==> config.mk <==
export PLATFORM = sky130hd
export DESIGN_NAME = alu_op_sequencer
export DESIGN_NICKNAME = d
export VERILOG_FILES = /design/src/rtl/alu_seq_pkg.sv /design/src/rtl/alu_fun_decoder.sv /design/src/rtl/alu_op_sequencer.sv
export SDC_FILE = /design/constraint.sdc
export NUM_CORES = 1
export LEC_CHECK = 0
export CAP_MARGIN = 10
export CORE_MARGIN = 2
export CORE_UTILIZATION = 24
export DETAILED_ROUTE_END_ITERATION = 12
export SYNTH_ARGS = -nofsm -noshare
export SYNTH_HDL_FRONTEND = slang
export SYNTH_SLANG_ARGS = --single-unit
==> constraint.sdc <==
create_clock -name clk -period 3.9 [get_ports clk]
set_clock_uncertainty 0.05 [all_clocks]
set_input_delay 0.78 -clock clk [delete_from_list [all_inputs] [get_ports clk]]
set_output_delay 0.78 -clock clk [all_outputs]
set_load 0.05 [all_outputs]
==> src/rtl/alu_seq_pkg.sv <==
// alu_seq_pkg
// Shared definitions for the ALU operation sequencer: the FSM state
// encoding and the unit-select codes carried in cmd_fun[3:2].
// No ports; imported by alu_fun_decoder and alu_op_sequencer.

package alu_seq_pkg;

    // Sequencer FSM states, in the order a command walks through them.
    typedef enum logic [1:0] {
        ST_IDLE  = 2'b00,
        ST_ISSUE = 2'b01,
        ST_WAIT  = 2'b10,
        ST_RESP  = 2'b11
    } seq_state_t;

    // Unit-select codes found in fun[3:2].
    localparam logic [1:0] UNIT_ARITH = 2'b00;
    localparam logic [1:0] UNIT_LOGIC = 2'b01;
    localparam logic [1:0] UNIT_CMP   = 2'b10;
    localparam logic [1:0] UNIT_SHIFT = 2'b11;

    // Bit positions of each unit inside the one-hot enable vector.
    localparam int EN_ARITH = 0;
    localparam int EN_LOGIC = 1;
    localparam int EN_CMP   = 2;
    localparam int EN_SHIFT = 3;

endpackage

==> src/rtl/alu_fun_decoder.sv <==
// alu_fun_decoder
// Combinational decode of the unit-select field into a one-hot enable
// vector. The vector is all zero unless the issue strobe is high, so at
// most one unit is ever enabled and only during the issue cycle.
// Ports:
//   unit_sel  in  2  fun[3:2] unit select
//   issue     in  1  sequencer is in its issue cycle
//   enable    out 4  one-hot enable {shift, cmp, logic, arith}

module alu_fun_decoder
    import alu_seq_pkg::*;
(
    input  logic [1:0] unit_sel,
    input  logic       issue,
    output logic [3:0] enable
);

    // Default to no unit enabled; only the issue strobe opens a single unit.
    always_comb begin
        enable = 4'b0000;
        if (issue) begin
            case (unit_sel)
                UNIT_ARITH: enable[EN_ARITH] = 1'b1;
                UNIT_LOGIC: enable[EN_LOGIC] = 1'b1;
                UNIT_CMP:   enable[EN_CMP]   = 1'b1;
                UNIT_SHIFT: enable[EN_SHIFT] = 1'b1;
                default:    enable = 4'b0000;
            endcase
        end
    end

endmodule

==> src/rtl/alu_op_sequencer.sv <==
// alu_op_sequencer
// Initiator side of the ALU unit interface. Accepts one command at a time,
// presents the operands to the unit array with a single-cycle one-hot
// enable, waits for the ORed unit flag (or a timeout) and returns the
// captured result over a valid/ready response handshake.
// Ports:
//   clk, rst                       clock (rising edge), async active-high reset
//   cmd_valid/cmd_ready            command handshake
//   cmd_a, cmd_b, cmd_fun          operands and function ([3:2] unit, [1:0] sub)
//   unit_a, unit_b, unit_fun       operands and sub-function to the units
//   arith/logic/cmp/shift_enable   one-hot unit enables, high only in ISSUE
//   res_in, flag_in                ORed unit result and valid flag
//   rsp_valid/rsp_ready            response handshake
//   rsp_data, rsp_error            captured result, 1 = timed out

module alu_op_sequencer
    import alu_seq_pkg::*;
#(
    parameter int DATA_WIDTH     = 16,
    parameter int TIMEOUT_CYCLES = 4
) (
    input  logic                  clk,
    input  logic                  rst,
    input  logic                  cmd_valid,
    output logic                  cmd_ready,
    input  logic [DATA_WIDTH-1:0] cmd_a,
    input  logic [DATA_WIDTH-1:0] cmd_b,
    input  logic [3:0]            cmd_fun,
    output logic [DATA_WIDTH-1:0] unit_a,
    output logic [DATA_WIDTH-1:0] unit_b,
    output logic [1:0]            unit_fun,
    output logic                  arith_enable,
    output logic                  logic_enable,
    output logic                  cmp_enable,
    output logic                  shift_enable,
    input  logic [DATA_WIDTH-1:0] res_in,
    input  logic                  flag_in,
    output logic                  rsp_valid,
    input  logic                  rsp_ready,
    output logic [DATA_WIDTH-1:0] rsp_data,
    output logic                  rsp_error
);

    // Counter must be able to hold TIMEOUT_CYCLES-1; the +1 keeps a
    // TIMEOUT_CYCLES of 1 at a legal one-bit width.
    localparam int CNT_W = $clog2(TIMEOUT_CYCLES + 1);
    localparam logic [CNT_W-1:0] CNT_LAST = CNT_W'(TIMEOUT_CYCLES - 1);

    seq_state_t            state;
    seq_state_t            state_next;
    logic [DATA_WIDTH-1:0] a_reg;
    logic [DATA_WIDTH-1:0] b_reg;
    logic [3:0]            fun_reg;
    logic [CNT_W-1:0]      count;
    logic [3:0]            enable;

    // State register.
    always_ff @(posedge clk or posedge rst) begin
        if (rst) begin
            state <= ST_IDLE;
        end else begin
            state <= state_next;
        end
    end

    // Next-state logic. ISSUE always lasts exactly one cycle; WAIT leaves on
    // the flag or when the counter has used up its budget.
    always_comb begin
        state_next = state;
        case (state)
            ST_IDLE:  if (cmd_valid) state_next = ST_ISSUE;
            ST_ISSUE: state_next = ST_WAIT;
            ST_WAIT:  if (flag_in || (count == CNT_LAST)) state_next = ST_RESP;
            ST_RESP:  if (rsp_ready) state_next = ST_IDLE;
            default:  state_next = ST_IDLE;
        endcase
    end

    // Datapath registers: command capture, timeout counter and response.
    // A flag in the final WAIT cycle wins over the timeout. flag_in is only
    // looked at in WAIT, so stray flags elsewhere leave everything untouched.
    always_ff @(posedge clk or posedge rst) begin
        if (rst) begin
            a_reg     <= '0;
            b_reg     <= '0;
            fun_reg   <= '0;
            count     <= '0;
            rsp_data  <= '0;
            rsp_error <= 1'b0;
        end else begin
            case (state)
                ST_IDLE: begin
                    if (cmd_valid) begin
                        a_reg   <= cmd_a;
                        b_reg   <= cmd_b;
                        fun_reg <= cmd_fun;
                    end
                end
                ST_ISSUE: begin
                    count <= '0;
                end
                ST_WAIT: begin
                    if (flag_in) begin
                        rsp_data  <= res_in;
                        rsp_error <= 1'b0;
                    end else if (count == CNT_LAST) begin
                        rsp_data  <= '0;
                        rsp_error <= 1'b1;
                    end else begin
                        count <= count + 1'b1;
                    end
                end
                default: begin
                end
            endcase
        end
    end

    // Unit enables are only opened during the issue cycle.
    alu_fun_decoder u_decoder (
        .unit_sel (fun_reg[3:2]),
        .issue    (state == ST_ISSUE),
        .enable   (enable)
    );

    assign arith_enable = enable[EN_ARITH];
    assign logic_enable = enable[EN_LOGIC];
    assign cmp_enable   = enable[EN_CMP];
    assign shift_enable = enable[EN_SHIFT];

    // Operand outputs come straight from the capture registers, so they are
    // valid in ISSUE and hold unchanged through WAIT.
    assign unit_a    = a_reg;
    assign unit_b    = b_reg;
    assign unit_fun  = fun_reg[1:0];

    assign cmd_ready = (state == ST_IDLE);
    assign rsp_valid = (state == ST_RESP);

endmodule

Yosys cells after proc, flatten, opt, wreduce, memory -nomap -nowiden
Cells that the tools add are included.
- input bits: 57
- output and inout bits: 57
- register bits after elaboration: 58
- reductions and logical operators: 9
- add/subtract/negate cells: 1
- muxes and demuxes: 16
- equality and inequality tests: 12
- operators by type and width (kind ; count):
    16-bit two-way mux ; 2
    2-bit equality test, second input constant ; 4
    2-bit != test, second input constant ; 4
    2-bit case mux with 4 select lines ; 1
    1-bit two-way mux ; 6
    2-bit two-way mux ; 3
    3-bit two-way mux ; 2
    3-bit case mux with 2 select lines ; 1
    3-bit AND reduction ; 2
    2-bit by 1-bit equality test with 1-bit output, second input constant ; 2
    2-bit zero test ; 2
    4-bit two-way mux ; 1
    2-bit AND reduction ; 2
    2-bit nonzero test ; 2
    3-bit by 1-bit adder with 3-bit output, second input constant ; 1
    3-bit by 2-bit equality test with 1-bit output, second input constant ; 1
    2-bit by 1-bit != test with 1-bit output, second input constant ; 1
    1-bit logical OR ; 1

Depth between registers and ports, before layout
Gate-level depths: netlist (run 1).
- depth after elaboration: 4
- depth in mapped cells: 7

By module
From an unflattened synthesis (run 1), not the netlist that was laid out.
- cell total of the unflattened synthesis: 154
- area total of the unflattened synthesis: 2381.0 um2
- modules (own cells, without submodules) (module ; times used ; area each (um2) ; cells each):
    alu_op_sequencer ; 1 ; 2343.5 ; 150
    alu_fun_decoder ; 1 ; 37.5 ; 4

Worst setup path before layout (run 1)
No wires, ideal clock.
- path kind: reg-to-output
- start point: register state[1]
- end point: output port arith_enable
- slack: 1.202 ns
- buffers on the path: 0
- cell stages (with the launch flop): 4
- data arrival time: 1.868 ns
- cell sequence: dfrtp_1 inv_1 ha_1 nor3b_1
- longest elaborated chain between the ends: 2
- ends and longest elaborated chain (item ; line ; RTL):
    start, declared ; alu_op_sequencer.sv:49 ; seq_state_t state;
    start signal, assigned ; alu_op_sequencer.sv:62 ; state <= state_next;
    2-bit by 1-bit equality test with 1-bit output ; alu_op_sequencer.sv:122 ; .issue (state == ST_ISSUE),
    4-bit two-way mux ; alu_fun_decoder.sv:21 ; if (issue) begin
    end, declared ; alu_op_sequencer.sv:32 ; output logic arith_enable,
No other way between the ends.

Worst setup path in the final report (run 1)
Same ends and word-level chain as after synthesis.

==> flow_summary.ini, run 1 <==
[timing]
timing.final.crit_share_pct = 76.2
fin_crit_ps = 2970
max_freq_ghz = 0.337
slew_headroom_pct = 40.2
setup_tns_ps = 0
worst_pin_slew_ps = 893
slew_viol_final = 0
setup_violations = 0
hold-worst-slack_ps = 439
hold_viol_final = 0
rsz0062_at_grt = no

[clock_network]
cts_tree = done
clk_path_buf_depth = 2
cts_buffers = 9
clock-sinks = 58
clock_latency_ps = 330
cts_htree_levels = 3
clk_pin_slew_ps = 70
cts_root_buf = clkbuf_8
cts_hold_buf = 0
cts_resized = 0
postCtsSetupBuffers = 0

[setup_path]
critPathRequiredTime_ps = 3070
path_class = flip-flop to primary output
path_max_fanout = 6
crit_chain = inv_1 -> ha_1 -> nor3b_1 -> clkdlybuf4s50_1
critPathLaunchType = flip-flop
cpPeakStageDelay_ps = 820
end_kind = primary output
arrival_ps = 2140
worst_path_max_delay_cell = clkdlybuf4s50_1

[logic_synthesis]
syn_area_per_cell_um2 = 15.3
ys_ff_latch = 58
synth_cell_types = 25
synth_area_um2 = 2370
ys_seq_area_share_pct = 61.1
synth_cells = 155
synth_nets = 219
yosysWarnings = 0

[placement]
dp.final_hpwl_mm = 3.81
place.gp.congestion = 0.703
port-buffer-count = 113

[min_path]
hp-class = flip-flop to flip-flop

[outcome]
outcome = complete, no violations

[power_and_ir_drop]
peakVddDrop_mv = 0.371
p_per_area_nw_per_um2 = 984
power.leakage_nw = 1.58

[detailed_routing]
drc_errors = 0
first_pass_iters = 3
wl_per_cell_um = 13.1
vias = 1697
via_per_inst = 4.16
antenna_left = 0
wirelength_mm = 5.35
drtIter0Drc = 15

[die]
die_area_um2 = 10700
die_w_um = 103
ioPinCount = 114
core_area_um2 = 9680
rows = 36
die_y_um = 103
start_util_pct = 24.5

[global_routing]
grt_pass1_vias = 1777
grt-ovfl-total = 0
grt_util_all_layers_pct = 10.3
antenna_found_initial = 0
grt_max_degree = 42
grt_pass1_wl_mm = 8.30

[layout]
antenna_cells = 0
fin_util_pct = 38.7
fill_cells = 952
area_growth_pct = 57.8
nets = 335
layout-drive-gt1-share_pct = 9.45

[job]
cap_viol_max_count = 0
## logic make-up (layout without fill, tap and decap cells)
family | Yosys count | in the layout | share of synthesized area [%]
muxes | 38 | 38 | 18.0
AOI/OAI and AO/OA | 26 | 26 | 9.59
adders and majority gates | 7 | 7 | 3.69
buffers and inverters | 15 | 135 | 4.48
DFF | 58 | 58 | 61.1
and+or+nand+nor | 11 | 11 | 3.06
## cell usage after synthesis
master / count / area (um^2)
nand2_1: 1 / 3.75
nor3b_4: 1 / 18.8
and3b_1: 1 / 8.76
buf_2: 1 / 5.00
buf_6: 5 / 56.3
o21ai_4: 1 / 16.3
a22o_1: 18 / 158
nor3b_1: 1 / 7.51
ha_1: 7 / 87.6
a2bb2oi_1: 1 / 8.76
a21oi_1: 1 / 5.00
dfrtp_1: 58 / 1450
mux2_1: 31 / 349
o21ai_0: 1 / 5.00
nand2_2: 1 / 6.26
mux2_2: 7 / 78.8
a221oi_2: 1 / 15.0
o31ai_1: 1 / 7.51
nor2_1: 4 / 15.0
and2_1: 1 / 6.26
a22oi_1: 1 / 7.51
buf_4: 3 / 22.5
o21ai_1: 1 / 5.00
and3_1: 1 / 6.26
inv_1: 6 / 22.5
## final timing paths
| check | startpoint | to | slack [ps] | cells past startpoint |
|---|---|---|---|---|
| setup / recovery | state[1] | arith_enable | 930 | 4 |
| hold / removal | unit_b[2] | unit_b[2] | 440 | 1 |
| setup reg to reg | state[0] | unit_b[11] | 1820 | 4 |
| hold reg to reg | unit_b[2] | unit_b[2] | 440 | 1 |
| max in group asynchronous | rst | unit_b[6] | 2110 | 3 |
| min in group asynchronous | rst | unit_a[5] | 910 | 2 |
## area by class of cell
class | count | area [um^2] | area share [%]
timing repair buffer | 114 | 1140 | 30.4
sequential | 58 | 1450 | 38.7
inverter | 6 | 22.5 | 0.601
clock buffer | 11 | 131 | 3.51
tap | 133 | 166 | 4.44
multi-input combinational | 82 | 816 | 21.8
clock inverter | 4 | 20.0 | 0.534
## cell usage in the layout (no fill, tap or decap), types with 2 or more instances in the layout
cell | synthesis | routed
mux2_1 | 31 | 31
dfrtp_1 | 58 | 58
clkdlybuf4s50_1 | 0 | 113
clkbuf_1 | 0 | 2
ha_1 | 7 | 7
nor2_1 | 4 | 4
clkbuf_8 | 0 | 9
clkinv_2 | 0 | 4
inv_1 | 6 | 5
a22o_1 | 18 | 18
mux2_2 | 7 | 7
## where the power goes
part           switching, mW  internal, mW
Combinational           1.38         0.803
Clock                  0.225         0.223
Sequential             0.160         0.899
Total                   1.76          1.92
## worst max-delay path, delay by kind of cell, from the launching register on
kind	cells	cell delay [ps]
buffers and inverters	2	930
DFF	1	410
adders and majority gates	1	270
and+or+nand+nor	1	200
## per-layer routing
layer	share of wire, %	global-route usage, %	wire length [um]
met5	0	0	0
met4	1.8	5.16	98
met3	9.3	3.56	496
met2	45	16.9	2410
met1	44	12.0	2350
## metrics by stage
stage,worst slack (ps),cell area (um^2),power [mW],cells
6_report,929,3750,3.69,408
5_1_grt,763,3750,3.90,408
4_1_cts,869,3750,3.74,408
3_5_place_dp,1230,3590,3.27,393
3_3_place_gp,1290,3590,3.25,393
2_1_floorplan,1200,2370,2.57,155
Power figures use the tool's default switching activity.
==> inputs of run 2 (changes only) <==
==> constraint.sdc (replaced) <==
create_clock -name clk -period 2.48 [get_ports clk]
set_clock_uncertainty 0.05 [all_clocks]
set_input_delay 0.496 -clock clk [delete_from_list [all_inputs] [get_ports clk]]
set_output_delay 0.496 -clock clk [all_outputs]
set_load 0.05 [all_outputs]
==> flow_summary.ini, run 2 (synthesis results as in run 1) <==
[global_routing]
grt_pass1_vias = 1680
grtUsageMet1_pct = 12.1
busiest_layer = met2
grtUsageMet3_pct = 4.84
grt_pass1_wl_mm = 8.05
grt-ovfl-total = 0
met2_usage_pct = 15.4
antenna_found_initial = 0
grt_max_degree = 37
grt_util_all_layers_pct = 10.1

[detailed_routing]
drc_errors = 0
wirelength_mm = 5.40
via_per_inst = 4.13
antenna_left = 0
drtIter0Drc = 24
first_pass_iters = 3
vias = 1688
wl_per_cell_um = 13.2

[layout]
multiInputGateArea_um2 = 816
stdcell_area_um2 = 3810
regArea_um2 = 1450
nets = 337
final_cell_mix = clkdlybuf4s50_1, dfrtp_1, mux2_1
fill_cells = 952
antenna_cells = 0
final_common_cell = clkdlybuf4s50_1
layout-drive-gt1-share_pct = 12.0
fin_cells = 409
area_growth_pct = 60.4

[power_and_ir_drop]
power.leakage_nw = 1.62
fin_total_pwr_mw = 5.92
peakVddDrop_mv = 0.594
p_per_area_nw_per_um2 = 1560
combPwrFrac_pct = 58.5
power.share.switching_pct = 46.8
sequentialPowerShare_pct = 28.0
internal_power_mw = 3.15
power.share.clock_pct = 13.5
p_switching_mw = 2.77

[job]
cap_viol_max_count = 0

[timing]
max_freq_ghz = 0.431
worst_pin_slew_ps = 593
rsz0062_at_grt = no
hold_viol_final = 0
slew_headroom_pct = 60.4
setup_tns_ps = 0
timing.final.crit_share_pct = 93.5
slew_viol_final = 0
setup_violations = 0
fin_crit_ps = 2320

[die]
core_area_um2 = 9680
die_area_um2 = 10700
die_w_um = 103
start_util_pct = 24.5
rows = 36
ioPinCount = 114
die_y_um = 103

[clock_network]
clock_latency_ps = 330
cts_htree_levels = 3
cts_root_buf = clkbuf_8
clock-sinks = 58
cts_hold_buf = 0
cts_resized = 0
clk_path_buf_depth = 2
clk_pin_slew_ps = 60
cts_buffers = 9
cts_tree = done
postCtsSetupBuffers = 0

[setup_path]
critPathRequiredTime_ps = 1930
arrival_ps = 1770
path_max_fanout = 4
r2r_end = rsp_data[9]
r2r_setup_slack_ps = 700
end_kind = primary output
critPathLaunchType = flip-flop
r2r-start = state[0]
r2r_cells = 4
path_class = flip-flop to primary output

[placement]
place.gp.congestion = 0.669
port-buffer-count = 113
dp_cells = 395
dp.final_hpwl_mm = 3.95
dpl-instance-area_um2 = 3630

[outcome]
outcome = complete, no violations

[min_path]
hold_end = unit_b[7]
min_path_cells = 1
hp-class = flip-flop to flip-flop
hp-start = unit_b[7]
-- run 2: cell types whose count changed in the layout (fill, tap and decap cells not counted) --
cell / change
buf_12: +3
buf_4: +4
bufinv_16: +1
clkbuf_1: -1
clkdlybuf4s50_1: -5
clkinv_2: -1
-- run 2: per-stage QoR --
| step | utilization (%) | hold WS, ps | worst slack [ps] |
|---|---|---|---|
| floorplan | - | 415 | 66.0 |
| detailed placement | 37.5 | 430 | 431 |
| CTS | 39.3 | 444 | 136 |
| finish | 39.3 | 437 | 160 |
| global route | 39.3 | 455 | 76.9 |
| global placement | 37.5 | 424 | 465 |
-- run 2: routing by layer --
metal / wire (um) / vias up
li1: - / 793
met1: 2320 / 805
met2: 2360 / 82
met3: 636 / 8
met4: 78 / 0
met5: 0 / -
-- run 2: cell type report --
cell class	count	area share, %
Clock buffer	10	3.35
Clock inverter	4	1.18
Inverter	6	0.592
Multi-Input combinational cell	82	21.4
Sequential cell	58	38.1
Tap cell	133	4.37
Timing Repair Buffer	116	31.0
-- run 2: worst max-delay path by stage --
stage	from	to	slack, ps
2_1_floorplan	state[1]	arith_enable	70
3_3_place_gp	flag_in	rsp_data[5]	470
3_5_place_dp	flag_in	rsp_data[1]	430
4_1_cts	state[1]	arith_enable	140
5_1_grt	state[0]	rsp_valid	80
6_report	state[0]	rsp_valid	160
-- run 2: power by group through the flow --
stage / Sequential (mW) / Clock [mW] / Combinational [mW]
floorplan: 3.04 / 0 / 1.00
global placement: 1.67 / 0 / 3.46
detailed placement: 1.67 / 0 / 3.51
CTS: 1.66 / 0.838 / 3.51
global route: 1.72 / 0.876 / 3.65
finish: 1.66 / 0.800 / 3.46
-- run 2: critical path: stages, from the launching register on --
cell and delay [ps]:
dfrtp_1 400, ha_1 220, clkdlybuf4s50_1 820
==> inputs of run 3 (changes only) <==
--- a/config.mk
+++ b/config.mk
@@ -9,6 +9,7 @@
 export CORE_MARGIN = 2
 export CORE_UTILIZATION = 24
 export DETAILED_ROUTE_END_ITERATION = 12
+export GPL_TIMING_DRIVEN = 0
 export SYNTH_ARGS = -nofsm -noshare
 export SYNTH_HDL_FRONTEND = slang
 export SYNTH_SLANG_ARGS = --single-unit
==> flow_summary.ini, run 3 (synthesis results as in run 1) <==
[layout]
antenna_cells = 0
area_growth_pct = 62.7
final_common_cell = clkdlybuf4s50_1
fin_cells = 417
nets = 344
layout-drive-gt1-share_pct = 14.4
fill_cells = 956
final_cell_mix = clkdlybuf4s50_1, dfrtp_1, mux2_1

[global_routing]
grt_pass1_vias = 1659
grt_max_degree = 33
grt-ovfl-total = 0
grt_pass1_wl_mm = 8.04
grt_util_all_layers_pct = 10.1
antenna_found_initial = 0

[die]
rows = 36
die_w_um = 103
die_y_um = 103
die_area_um2 = 10700
ioPinCount = 114
core_area_um2 = 9680
start_util_pct = 24.5

[power_and_ir_drop]
p_per_area_nw_per_um2 = 1550
sequentialPowerShare_pct = 27.7
internal_power_mw = 3.21
p_switching_mw = 2.79
power.share.clock_pct = 14.0
power.leakage_nw = 1.65
combPwrFrac_pct = 58.3
peakVddDrop_mv = 0.570
power.share.switching_pct = 46.5

[clock_network]
cts_root_buf = clkbuf_8
clk_pin_slew_ps = 70
clk_path_buf_depth = 2
cts_tree = done
cts_htree_levels = 3
clock_latency_ps = 330
cts_hold_buf = 0
cts_buffers = 9
clock-sinks = 58

[min_path]
hold_end = unit_b[7]
min_path_cells = 1
hp-class = flip-flop to flip-flop
hp-start = unit_b[7]

[detailed_routing]
vias = 1682
drc_errors = 0
wl_per_cell_um = 12.6
wirelength_mm = 5.26
antenna_left = 0
first_pass_iters = 3
via_per_inst = 4.03
drtIter0Drc = 16

[setup_path]
crit_chain = ha_1 -> clkdlybuf4s50_1
critical_path.top_delay_family = buffers and inverters
critPathRequiredTime_ps = 1930
r2r-start = state[0]
end_kind = primary output
worst_path_max_delay_cell = clkdlybuf4s50_1
arrival_ps = 1780
r2r_end = state[1]
r2r_setup_slack_ps = 730
path_max_fanout = 4
cpPeakStageDelay_ps = 830
path_class = flip-flop to primary output
critical_path_buf_inv_count = 1
critPathLaunchType = flip-flop
r2r_cells = 6

[timing]
fin_crit_ps = 2320
setup_violations = 0
max_freq_ghz = 0.431
rsz0062_at_grt = no
hold_viol_final = 0
worst_slack_ps = 158
slew_viol_final = 0
worst_pin_slew_ps = 577
slew_headroom_pct = 61.5
timing.final.crit_share_pct = 93.6
setup_tns_ps = 0

[placement]
dp.final_hpwl_mm = 3.97
port-buffer-count = 113
dp_slack_ps = 90.7
dp_cells = 402
place.gp.congestion = 0.650

[outcome]
outcome = complete, no violations

[job]
cap_viol_max_count = 0
[run 3: cell types whose count changed in the layout (fill, tap and decap cells not counted), sizes merged]
cell | before | now
buf | 8 | 10
clkinvlp | 0 | 2
clkinv | 3 | 2
dlygate4sd2 | 0 | 1
clkbuf | 10 | 14
[run 3: what timing repair did]
| item | 4_1_cts | 5_1_grt |
|---|---|---|
| gates resized for setup | 6 | 8 |
| buffers inserted | 0 | 0 |
| endpoints found under the setup margin | 5 | 4 |
[run 3: stage by stage]
stage / total power, mW / cell area (um^2) / util [%] / hold WS, ps
finish: 5.99 / 3860 / 39.9 / 438
global route: 6.34 / 3860 / 39.9 / 451
CTS: 6.09 / 3880 / 40.1 / 446
detailed placement: 5.24 / 3690 / 38.1 / 431
global placement: 5.20 / 3670 / 37.9 / 425
floorplan: 4.05 / 2370 / - / 415
[run 3: final cells by class]
class	instances	area (um^2)	share of cell area, %
inverters	6	22.5	0.583
plain buffers	9	83.8	2.17
multi-input cells	82	816	21.1
clock inverters	5	55.1	1.43
repair buffers	114	1130	29.3
clock buffers	10	138	3.56
well taps	133	166	4.31
flip-flops and latches	58	1450	37.6
[run 3: power groups by stage]
stage / Combinational [mW] / Clock [mW] / Sequential [mW]
after floorplan: 1.00 / 0 / 3.04
after global placement: 3.52 / 0 / 1.68
after detailed placement: 3.57 / 0 / 1.67
after CTS: 3.54 / 0.881 / 1.67
after global routing: 3.69 / 0.919 / 1.73
final: 3.49 / 0.842 / 1.66
[run 3: worst max path at each step]
stage          slack [ps]            to  startpoint  cells past startpoint
2_1_floorplan          70  arith_enable    state[1]                      3
3_3_place_gp         -610    unit_a[14]         rst                      2
3_5_place_dp           90  arith_enable    state[1]                      4
4_1_cts                10  arith_enable    state[1]                      4
5_1_grt                80     rsp_valid    state[0]                      2
6_report              160     rsp_valid    state[0]                      2
[run 3: per-layer routing]
layer | track usage (%) | share of wire [%]
met3 | 3.97 | 11
met4 | 5.16 | 1.6
met5 | 0 | 0
met2 | 15.5 | 45
met1 | 12.2 | 43
